`src/rtl/rv32i_shift_mul_engine.sv`:
```
// Multicycle SLL/SRL/SRA engine for the execute stage.
// Sub-chunk shifts use a shared narrow multiplier; whole-chunk moves are local.
module rv32i_shift_mul_engine #(
    parameter  int XLEN  = 32,
    parameter  int MUL_W = 16,
    localparam int SHW   = $clog2(XLEN)
) (
    input  logic               i_clk,
    input  logic               i_rst,
    input  logic               i_valid,
    output logic               o_ready,
    input  logic [1:0]         i_op,
    input  logic [XLEN-1:0]    i_operand_one,
    input  logic [XLEN-1:0]    i_operand_two,
    output logic               o_valid,
    output logic [XLEN-1:0]    o_result,
    output logic               o_mul_req,
    output logic [MUL_W-1:0]   o_mul_operand_one,
    output logic [MUL_W-1:0]   o_mul_operand_two,
    input  logic               i_mul_ack,
    input  logic [2*MUL_W-1:0] i_mul_result
);

    localparam int N  = XLEN / MUL_W;
    localparam int RW = $clog2(MUL_W);
    localparam int KW = $clog2(N + 2);
    // Products land at chunk k of a wide accumulator; N+2 chunks cover p_N's high half.
    localparam int AW = (N + 2) * MUL_W;

    typedef enum logic [1:0] {
        S_IDLE,
        S_MUL,
        S_DONE
    } state_e;

    state_e            state_q, state_d;
    logic [1:0]        op_q, op_d;
    logic [XLEN-1:0]   opnd_q, opnd_d;
    logic [SHW-1:0]    shamt_q, shamt_d;
    logic [KW-1:0]     k_q, k_d;
    logic [AW-1:0]     acc_q, acc_d;
    logic [XLEN-1:0]   result_q, result_d;
    logic              valid_q, valid_d;

    logic                   right;
    logic                   sra;
    logic [RW-1:0]          r;
    logic [RW:0]            amt;
    logic [MUL_W-1:0]       factor;
    logic [(N+1)*MUL_W-1:0] ext;
    logic [MUL_W-1:0]       chunk;
    logic                   last;
    logic                   unused_ok;

    // Whole-chunk move: shift by q*MUL_W, i.e. the shift amount with its low bits cleared.
    function automatic logic [XLEN-1:0] chunk_move(
        input logic [XLEN-1:0] a,
        input logic [1:0]      op,
        input logic [SHW-1:0]  sh
    );
        logic [SHW-1:0] m;
        m = sh & ~SHW'(MUL_W - 1);
        case (op)
            2'b00:   return a << m;
            2'b01:   return a >> m;
            2'b11:   return $signed(a) >>> m;
            default: return '0;
        endcase
    endfunction

    assign unused_ok = ^i_operand_two[XLEN-1:SHW];

    assign right  = op_q[0];
    assign sra    = (op_q == 2'b11);
    assign r      = shamt_q[RW-1:0];
    // Right shifts use 2^(MUL_W-r); r is never 0 here, so the factor never wraps.
    assign amt    = right ? (RW+1)'(MUL_W) - {1'b0, r} : {1'b0, r};
    assign factor = MUL_W'(1) << amt;
    assign ext    = {{MUL_W{sra & opnd_q[XLEN-1]}}, opnd_q};
    assign chunk  = ext[int'(k_q) * MUL_W +: MUL_W];
    assign last   = (k_q == KW'(right ? N : N - 1));

    assign o_ready  = (state_q == S_IDLE) && !valid_q;
    assign o_valid  = valid_q;
    assign o_result = result_q;

    // Next-state, multiplier handshake and product merge.
    always_comb begin
        state_d  = state_q;
        op_d     = op_q;
        opnd_d   = opnd_q;
        shamt_d  = shamt_q;
        k_d      = k_q;
        acc_d    = acc_q;
        result_d = result_q;
        valid_d  = 1'b0;

        o_mul_req         = 1'b0;
        o_mul_operand_one = '0;
        o_mul_operand_two = '0;

        case (state_q)
            S_IDLE: begin
                if (i_valid && o_ready) begin
                    op_d    = i_op;
                    opnd_d  = i_operand_one;
                    shamt_d = i_operand_two[SHW-1:0];
                    k_d     = '0;
                    acc_d   = '0;
                    if (i_op != 2'b10 && i_operand_two[RW-1:0] != '0) begin
                        state_d = S_MUL;
                    end else begin
                        state_d = S_DONE;
                    end
                end
            end
            S_MUL: begin
                o_mul_req         = 1'b1;
                o_mul_operand_one = chunk;
                o_mul_operand_two = factor;
                if (i_mul_ack) begin
                    acc_d = acc_q | (AW'(i_mul_result) << (int'(k_q) * MUL_W));
                    k_d   = k_q + KW'(1);
                    if (last) begin
                        result_d = chunk_move(
                            right ? acc_d[XLEN+MUL_W-1:MUL_W] : acc_d[XLEN-1:0],
                            op_q, shamt_q);
                        valid_d  = 1'b1;
                        state_d  = S_IDLE;
                    end
                end
            end
            S_DONE: begin
                result_d = chunk_move(opnd_q, op_q, shamt_q);
                valid_d  = 1'b1;
                state_d  = S_IDLE;
            end
            default: begin
                state_d = S_IDLE;
            end
        endcase
    end

    // State and datapath registers with synchronous reset.
    always_ff @(posedge i_clk) begin
        if (i_rst) begin
            state_q  <= S_IDLE;
            op_q     <= '0;
            opnd_q   <= '0;
            shamt_q  <= '0;
            k_q      <= '0;
            acc_q    <= '0;
            result_q <= '0;
            valid_q  <= 1'b0;
        end else begin
            state_q  <= state_d;
            op_q     <= op_d;
            opnd_q   <= opnd_d;
            shamt_q  <= shamt_d;
            k_q      <= k_d;
            acc_q    <= acc_d;
            result_q <= result_d;
            valid_q  <= valid_d;
        end
    end

endmodule

```
`config.mk`:
```
export PLATFORM = sky130hd
export DESIGN_NAME = rv32i_shift_mul_engine
export DESIGN_NICKNAME = d
export VERILOG_FILES = /design/src/rtl/rv32i_shift_mul_engine.sv
export SDC_FILE = /design/constraint.sdc
export NUM_CORES = 1
export LEC_CHECK = 0
export CAP_MARGIN = 20
export CORE_ASPECT_RATIO = 0.7
export CORE_UTILIZATION = 45
export DETAILED_ROUTE_END_ITERATION = 12
export PLACE_DENSITY = 0.8
export SYNTH_ARGS = -nofsm -noshare
export SYNTH_HDL_FRONTEND = slang
export SYNTH_SLANG_ARGS = --single-unit
```
`constraint.sdc`:
```
create_clock -name i_clk -period 5.1 [get_ports i_clk]
set_input_delay 1.02 -clock i_clk [delete_from_list [all_inputs] [get_ports i_clk]]
set_output_delay 1.02 -clock i_clk [all_outputs]
set_load 0.01 [all_outputs]
```
* Yosys cells after proc, flatten, opt, wreduce, memory -nomap -nowiden
Index checks and enable logic that the tools add are counted.
** Operators by class
- Add/sub/neg operators :: 2
- Eq/ne operators :: 9
- Shift-type cells :: 9
- Multiplexer cells :: 25
- Bitwise operators :: 2
- Reductions and logical operators :: 13
** Operators by type and width (number)
- 32-bit case mux with 3 select lines :: 2
- 64-bit 2-to-1 mux :: 2
- 64-bit case mux with 2 select lines :: 1
- 32-bit 2-to-1 mux :: 3
- 64-bit bitwise OR :: 1
- 32-bit case mux with 2 select lines :: 1
- 32-bit by 5-bit left shift with 32-bit output :: 2
- 32-bit by 6-bit left shift with 64-bit output :: 1
- 32-bit by 5-bit >> shifter with 32-bit output :: 2
- 32-bit by 5-bit >>> shifter with 32-bit output :: 2
- 48-bit by 7-bit indexed part select with 16-bit output :: 1
- 16-bit 2-to-1 mux :: 2
- 1-bit by 5-bit left shift with 16-bit output, first input constant :: 1
- 2-bit 2-to-1 mux :: 7
- 3-bit AND reduction :: 3
- 2-bit case mux with 2 select lines :: 2
- 2-bit inequality test, second input constant :: 3
- 5-bit 2-to-1 mux :: 1
- 5-bit by 4-bit subtractor with 5-bit output, first input constant :: 1
- 2-bit by 1-bit equality test with 1-bit output, second input constant :: 2
- 2-bit equality test, second input constant :: 2
- 2-bit zero test :: 2
- 2-bit nonzero test :: 2
- 4-bit nonzero test :: 1
- other kinds (9) :: 13
** Word-level totals
- Bits in registers :: 140
- Word-level logic and storage cells :: 68

* Logic depth before layout (Yosys ltp)
Gate-level depths: netlist of the first run.
- Word-level depth :: 8
- Depth in mapped cells :: 10
- Depth with buffers taken out :: 7

* Least setup slack after synthesis of the first run
Ideal clock, no wire load.
- Path type :: reg-to-output
- Start :: register shamt_q[1]
- End :: output o_mul_operand_two[11]
- Arrival :: 1.553 ns
- Required time :: 4.080 ns
- Slack :: 2.527 ns
- Stages on the path, launching flop included :: 7
- Buffers on the path :: 0
- Path through :: dfxtp_1 -> inv_1 -> ha_1 -> nand2b_1 -> a221oi_1 -> nand2_1 -> nor2_1
** On the way
- Word-level cells in the longest chain between the ends :: 4
** RTL lines
- start: declaration :: line 39 : logic [SHW-1:0] shamt_q, shamt_d;
- start signal: assignment :: line 159 : shamt_q <= shamt_d;
- 5-bit by 4-bit subtractor with 5-bit output :: line 77 : assign amt = right ? (RW+1)'(MUL_W) - {1'b0, r} : {1'b0, r};
- 5-bit 2-to-1 mux * :: line 77
- 1-bit by 5-bit left shift with 16-bit output * :: line 78 : assign factor = MUL_W'(1) << amt;
- 16-bit 2-to-1 mux * :: line 102 : case (state_q)
- end: declaration :: line 19 : output logic [MUL_W-1:0] o_mul_operand_two,
Mark *: on every way between the ends. The rest lies on a longest branch, timed or not.

* Final worst setup path of the first run
- Start :: register op_q[0]
- End :: output o_mul_operand_two[1]
** On the way
- Word-level cells in the longest chain between the ends :: 3
** RTL lines
- start: declaration :: line 37 : logic [1:0] op_q, op_d;
- start signal: assignment :: line 157 : op_q <= op_d;
- 5-bit 2-to-1 mux :: line 77
- 1-bit by 5-bit left shift with 16-bit output :: line 78
- 16-bit 2-to-1 mux :: line 102
Every way passes these cells.

==> metrics.log, run 1 <==
INFO  metric initial_core_util = 0.4653
INFO  metric clock_tree.root_cell = clkbuf_16
INFO  metric cts_buffers = 17
INFO  metric postSynthRegisterBits = 124
INFO  metric area_delta_synth_final = 29.04%
INFO  metric global_route.usage.total = 0.2838
INFO  metric cpLargestDelayFamily = buffers and inverters
INFO  metric antenna_found_initial = 0
INFO  metric critical-path-max-stage-delay = 620 ps
INFO  metric placementRows = 37
INFO  metric critical_path_class = reg -> out
INFO  metric layout.area.seq = 2484 µm²
INFO  metric timing.critical_path.arrival = 3070 ps
INFO  metric synthesis.area = 6914 µm²
INFO  metric floorplan.die.height = 105.7 µm
INFO  metric wl_per_cell = 19.26 µm
INFO  metric path_cells = inv_2, nor2_1, a221oi_1, nand2_1, nor2_1, clkdlybuf4s50_1
INFO  metric count_of_antenna_diodes_in_the_layout = 0
INFO  metric die_x = 150.2 µm
INFO  metric tritoncts = built
INFO  metric cell_repeated_most_along_the_worst_path = nor2_1
INFO  metric worst_slew_margin_rel = 0.2405
INFO  metric fin_hold_ws = 437.4 ps
INFO  metric timing.final.crit_share = 0.8027
INFO  metric num-fill-cells = 1,307
INFO  metric required_time_worst_endpoint = 4080 ps
INFO  metric timing.critical_path.buf_inv = 2
INFO  metric drt-total-wl = 22.26 mm
INFO  metric vias = 7,196
INFO  metric clk_transition_reported_paths = 60 ps
INFO  metric utilization = 0.6004
INFO  metric worst_skew_pair.late_latency = 430 ps
INFO  metric synth-seq-area-share = 0.3590
INFO  metric grt_start_max_net_pins = 66
INFO  metric post_cts_buffers = 0
INFO  metric nets = 1,056
INFO  metric status = completed
INFO  metric startpoint_type = register
INFO  metric first_pass_iters = 7
INFO  metric cts_resized = 0
INFO  metric max_freq = 244.3 MHz
INFO  metric design_area = 8922 µm²
INFO  metric p_leak = 3.169 nW
INFO  metric timing.clock.skew = 6.393 ps
INFO  metric grt_pass1_wl = 35.00 mm
INFO  metric pwr_density_cell = 389.5 nW/µm²
INFO  metric placedCellCount = 1,121
INFO  metric finalWorstPathRequiredPeriod = 4094 ps
INFO  metric placed_area = 8268 µm²
INFO  metric die_ar = 15,870 µm²
INFO  metric cap_viol_max_count = 0
INFO  metric rsz_0062_raised_after_global_routing = false
INFO  metric holdBufCountCts = 0
INFO  metric post_synth_inst_count = 851
INFO  metric vdd_ir_drop_max = 0.0003030 V
INFO  metric final_critical_path_setup_slack = 1006 ps
INFO  metric leftover_overflow_at_the_end_of_global_routing = 0
INFO  metric postRouteAntennaNets = 0
INFO  metric port_buffers = 141
INFO  metric ioPinCount = 169
INFO  metric cts.path.max_buffers = 2
INFO  metric hold_violation_count_in_the_final_report = 0
INFO  metric dp_worst_setup_slack = 1470 ps
INFO  metric placeableCoreArea = 14,860 µm²
INFO  metric layout.cells.most_common_list = 140 x clkdlybuf4s50_1, 126 x nand2_1, 123 x dfxtp_1, 114 x a21oi_1, 98 x nor2_1
INFO  metric yosysUniqueCellTypes = 60
INFO  metric postSynthNetCount = 959
INFO  metric critical_path.slowest_cell = a221oi_1
INFO  metric via_per_inst = 6.225
INFO  metric first_global_vias = 6,686
INFO  metric detailedRoute.firstIterationViolations = 782
INFO  metric post_route_drc_violation_count = 0
INFO  metric synth-main-ff-cell = dfxtp_1
INFO  metric finalSetupTns = 0 ps
INFO  metric post_route_insts_no_fill = 1,156
INFO  metric worst-slew-pin-transition = 1133 ps
INFO  metric end_kind = output port
INFO  metric timing.critical_path.fanout_max = 23
INFO  metric proportion_of_layout_cells_with_a_drive_suffix_above_1 = 0.08637
INFO  metric layout.cells.most_common = clkdlybuf4s50_1
INFO  metric timing.final.setup_violations = 0
INFO  metric postSynth.asyncResetShare = 0
INFO  metric clock_sinks = 124
INFO  metric synth-edff-count = 0
INFO  metric htreeDepth = 4
INFO  metric gp_congestion = 0.9184
INFO  metric footprint_of_the_multi_input_gates = 4011 µm²
INFO  metric detailed_place_hpwl = 15.00 mm
INFO  metric warning_count_from_the_yosys_run = 0
INFO  metric power = 3.475 mW
INFO  metric worstHoldPathType = reg -> reg
INFO  metric finalMaxSlewViolations = 0
INFO  metric avgSynthCellArea = 8.125 µm²
==> worst min-delay path: stages (launching register included) <==
cell and delay [ps]:
dfxtp_1 310, nand2_1 50, nand2_1 40
==> metal layers <==
layer / routed length [µm] / up-vias / GRT usage
li1: - / 3370 / -
met1: 9546 / 3393 / 0.3882
met2: 9935 / 386 / 0.4329
met3: 2404 / 47 / 0.07100
met4: 375 / 0 / 0.09307
met5: 0 / - / 0
==> flip-flops by register name (all words and copies together), names as in the netlist <==
register  cells
opnd_q       32
o_valid       1
shamt_q       5
op_q          2
acc_q        48
state_q       2
k_q           2
o_result     32
==> cell usage after synthesis (7+ instances only) <==
cell type    n  share of area
a221o_1     23          0.033
buf_6        7          0.011
nand2_1    126          0.068
a22o_1       9          0.011
a211oi_1    18          0.020
nor2_1      98          0.053
o41ai_1      7         0.0089
nor3_1      11         0.0080
inv_1       10         0.0054
buf_2       24          0.017
a21oi_1    114          0.083
nand3b_1     8         0.0087
a221oi_1    39          0.049
o21ai_0     12         0.0087
o211ai_1     9         0.0098
dfxtp_1    124           0.36
mux2i_1     27          0.039
mux2_2      14          0.023
clkbuf_1    39          0.021
a32o_1      15          0.022
a22oi_1     33          0.036
and3_1       8         0.0072
==> report_power, final <==
part | total (mW) | switching [mW] | leakage [nW] | internal, mW
clock | 1.27 | 0.455 | 0.297 | 0.816
sequential | 1.18 | 0.103 | 1.01 | 1.08
combinational | 1.02 | 0.593 | 1.86 | 0.431
total | 3.48 | 1.15 | 3.17 | 2.32
==> cell type report <==
class                   count  share of cell area
multi-input cells         639              0.4496
repair buffers            154              0.1701
flip-flops and latches    124              0.2784
clock buffers              21             0.05385
clock inverters            11             0.01571
inverters                  12            0.005048
well taps                 195             0.02735
==> cells by family after synthesis <==
| family | Yosys count | share of synthesized area |
|---|---|---|
| and+or+nand+nor | 280 | 0.1795 |
| AOI/OAI and AO/OA | 309 | 0.3230 |
| buffers and inverters | 88 | 0.06189 |
| DFF | 124 | 0.3590 |
| xor gates and xnor gates | 3 | 0.003801 |
| adders and majority gates | 6 | 0.01086 |
| muxes | 41 | 0.06189 |
==> worst paths after layout <==
| path | from | endpoint | slack, ps | cells after the start |
|---|---|---|---|---|
| max | op_q[0] | o_mul_operand_two[1] | 1010 | 6 |
| min | o_result[29] | o_result[29] | 440 | 2 |
| max reg2reg | op_q[0] | o_result[26] | 2090 | 6 |
| min reg2reg | o_result[29] | o_result[29] | 440 | 2 |
(Power assumes the default switching activity.)
==> run 2: changes to the inputs <==
- clock period: 5.1 -> 3.9 ns (I/O delays scaled with it)
==> metrics.log, run 2 (synthesis results as in run 1) <==
INFO  metric gp_congestion = 0.9178 (was 0.9184)
INFO  metric finalWorstPathRequiredPeriod = 3553 ps
INFO  metric p_switching = 1.492 mW (was 1.151 mW)
INFO  metric power = 4.458 mW (was 3.475 mW)
INFO  metric min_to = o_result[29] (unchanged)
INFO  metric proportion_of_layout_cells_with_a_drive_suffix_above_1 = 0.08187 (was 0.08637)
INFO  metric worstHoldPathType = reg -> reg (unchanged)
INFO  metric clk_transition_reported_paths = 60 ps (about the same)
INFO  metric post_route_drc_violation_count = 0 (unchanged)
INFO  metric port_buffers = 141 (unchanged)
INFO  metric utilization = 0.5985 (was 0.6004)
INFO  metric cts.path.max_buffers = 2 (unchanged)
INFO  metric status = completed (unchanged)
INFO  metric share_of_power_burned_in_the_clock_network = 0.351 (was 0.366)
INFO  metric initial_core_util = 0.4653 (unchanged)
INFO  metric timing.final.setup_violations = 0 (unchanged)
INFO  metric startpoint_type = register (unchanged)
INFO  metric drt-total-wl = 22.92 mm (was 22.26 mm)
INFO  metric finalSetupTns = 0 ps (unchanged)
INFO  metric first_global_vias = 6,780 (was 6,686)
INFO  metric vdd_ir_drop_max = 0.0003900 V (was 0.0003030 V)
INFO  metric antenna_found_initial = 0 (unchanged)
INFO  metric count_of_antenna_diodes_in_the_layout = 0 (unchanged)
INFO  metric timing.critical_path.arrival = 2770 ps (was 3070 ps)
INFO  metric grt_start_max_net_pins = 90 (was 66)
INFO  metric registers.top_by_ff_count = acc_q (unchanged)
INFO  metric worstHoldStart = o_result[29] (unchanged)
INFO  metric nets = 1,060 (was 1,056)
INFO  metric critical_path_class = reg -> out (unchanged)
INFO  metric design_area = 8894 µm² (was 8922 µm²)
INFO  metric crit-reg2reg-launch = op_q[0] (unchanged)
INFO  metric htreeDepth = 4 (unchanged)
INFO  metric capturing_point_of_the_worst_reg2reg_path = o_result[10] (was o_result[26])
INFO  metric layout.cells.most_common_list = 140 x clkdlybuf4s50_1, 126 x nand2_1, 123 x dfxtp_1, 114 x a21oi_1, 98 x nor2_1 (unchanged)
INFO  metric fin_hold_ws = 436.3 ps (was 437.4 ps)
INFO  metric regToRegSetupSlack = 1190 ps (was 2090 ps)
INFO  metric placeableCoreArea = 14,860 µm² (unchanged)
INFO  metric required_time_worst_endpoint = 3120 ps (was 4080 ps)
INFO  metric reg2reg_depth = 6 (unchanged)
INFO  metric p_leak = 3.167 nW (was 3.169 nW)
INFO  metric cts_resized = 0 (unchanged)
INFO  metric postRouteAntennaNets = 0 (unchanged)
INFO  metric detailedRoute.firstIterationViolations = 814 (was 782)
INFO  metric worst_skew_pair.late_latency = 420 ps (was 430 ps)
INFO  metric worst_hold_path.num_cells = 2 (unchanged)
INFO  metric ioPinCount = 169 (unchanged)
INFO  metric pwr_density_cell = 501.3 nW/µm² (was 389.5 nW/µm²)
INFO  metric detailed_place_hpwl = 15.42 mm (was 15.00 mm)
INFO  metric global_route.usage.total = 0.2903 (was 0.2838)
INFO  metric clock_tree.root_cell = clkbuf_16 (unchanged)
INFO  metric max_freq = 281.4 MHz
INFO  metric worst-slew-pin-transition = 1161 ps (was 1133 ps)
INFO  metric finalMaxSlewViolations = 0 (unchanged)
INFO  metric largest_register_ffs = 48 (unchanged)
INFO  metric vias = 7,394 (was 7,196)
INFO  metric placementRows = 37 (unchanged)
INFO  metric leftover_overflow_at_the_end_of_global_routing = 0 (unchanged)
INFO  metric via_per_inst = 6.374 (was 6.225)
INFO  metric die_ar = 15,870 µm² (unchanged)
INFO  metric cap_viol_max_count = 0 (unchanged)
INFO  metric sequentialPowerShare = 0.344 (was 0.340)
INFO  metric cts_buffers = 17 (unchanged)
INFO  metric placed_area = 8324 µm² (was 8268 µm²)
INFO  metric intPower = 2.967 mW (was 2.324 mW)
INFO  metric first_pass_iters = 6 (was 7)
INFO  metric clock_sinks = 124 (unchanged)
INFO  metric holdBufCountCts = 0 (unchanged)
INFO  metric floorplan.die.height = 105.7 µm (unchanged)
INFO  metric timing.final.crit_share = 0.9111
INFO  metric timing.clock.skew = 9.477 ps (was 6.393 ps)
INFO  metric tritoncts = built (unchanged)
INFO  metric layout.cells.most_common = clkdlybuf4s50_1 (unchanged)
INFO  metric post_cts_buffers = 0 (unchanged)
INFO  metric grt_pass1_wl = 35.83 mm (was 35.00 mm)
INFO  metric num-fill-cells = 1,274 (was 1,307)
INFO  metric power.combinational.fraction = 0.305 (was 0.295)
INFO  metric timing.critical_path.fanout_max = 10 (was 23)
INFO  metric worst_slew_margin_rel = 0.2210 (was 0.2405)
INFO  metric die_x = 150.2 µm (unchanged)
INFO  metric area_delta_synth_final = 28.63% (was 29.04%)
INFO  metric sw_frac_of_total = 0.3346 (was 0.3313)
INFO  metric rsz_0062_raised_after_global_routing = false (unchanged)
INFO  metric end_kind = output port (unchanged)
INFO  metric hold_violation_count_in_the_final_report = 0 (unchanged)
INFO  metric wl_per_cell = 19.76 µm (was 19.26 µm)
==> run 2: how the worst max path moves through the flow <==
| stage | cells past startpoint | end | slack, ps | from |
|---|---|---|---|---|
| 2_1_floorplan | 6 | o_mul_operand_two[11] | 1570 | shamt_q[1] |
| 3_3_place_gp | 7 | o_mul_operand_two[3] | 850 | shamt_q[1] |
| 3_5_place_dp | 7 | o_mul_operand_two[1] | 800 | shamt_q[1] |
| 4_1_cts | 7 | o_mul_operand_two[1] | 350 | shamt_q[1] |
| 5_1_grt | 7 | o_mul_operand_two[11] | 60 | shamt_q[1] |
| 6_report | 7 | o_mul_operand_two[1] | 350 | state_q[1] |
==> run 2: final cells by class <==
cell class / instances / area, µm² / area share
multi-input combinational: 639 / 4015 / 0.4515
sequential: 124 / 2484 / 0.2793
timing repair buffer: 158 / 1536 / 0.1728
clock buffer: 24 / 451.7 / 0.05079
tap: 195 / 244.0 / 0.02743
clock inverter: 8 / 117.6 / 0.01322
inverter: 12 / 45.04 / 0.005065
==> run 2: worst max-delay path, cell delays in order, from the launching register on <==
cell and delay, ps:
dfxtp_1 340, inv_1 80, ha_1 340, inv_2 190, a221oi_1 590, nand2_1 150
nor2_1 120, clkdlybuf4s50_1 540
==> run 2: power groups by stage <==
stage                     Clock (mW)  Combinational [mW]  Sequential [mW]
final                           1.56                1.36             1.53
after global routing            1.63                1.46             1.55
after CTS                       1.57                1.34             1.53
after detailed placement           0                1.32             1.55
after global placement             0                1.30             1.55
after floorplan                    0               0.797             1.55
==> run 2: routing by layer <==
layer | wire length (µm) | share of wire | vias up | global-route usage
met5 | 0 | 0 | - | 0
met4 | 619 | 0.027 | 0 | 0.09812
met3 | 2518 | 0.11 | 65 | 0.06926
met2 | 10120 | 0.44 | 461 | 0.4461
met1 | 9665 | 0.42 | 3497 | 0.3953
li1 | - | - | 3371 | -
==> run 2: stage by stage <==
stage	setup WS, ps	std cells
finish	346.6	1160
global route	64.53	1160
detailed placement	797.0	1128
CTS	353.6	1160
global placement	847.5	1128
floorplan	1567	851
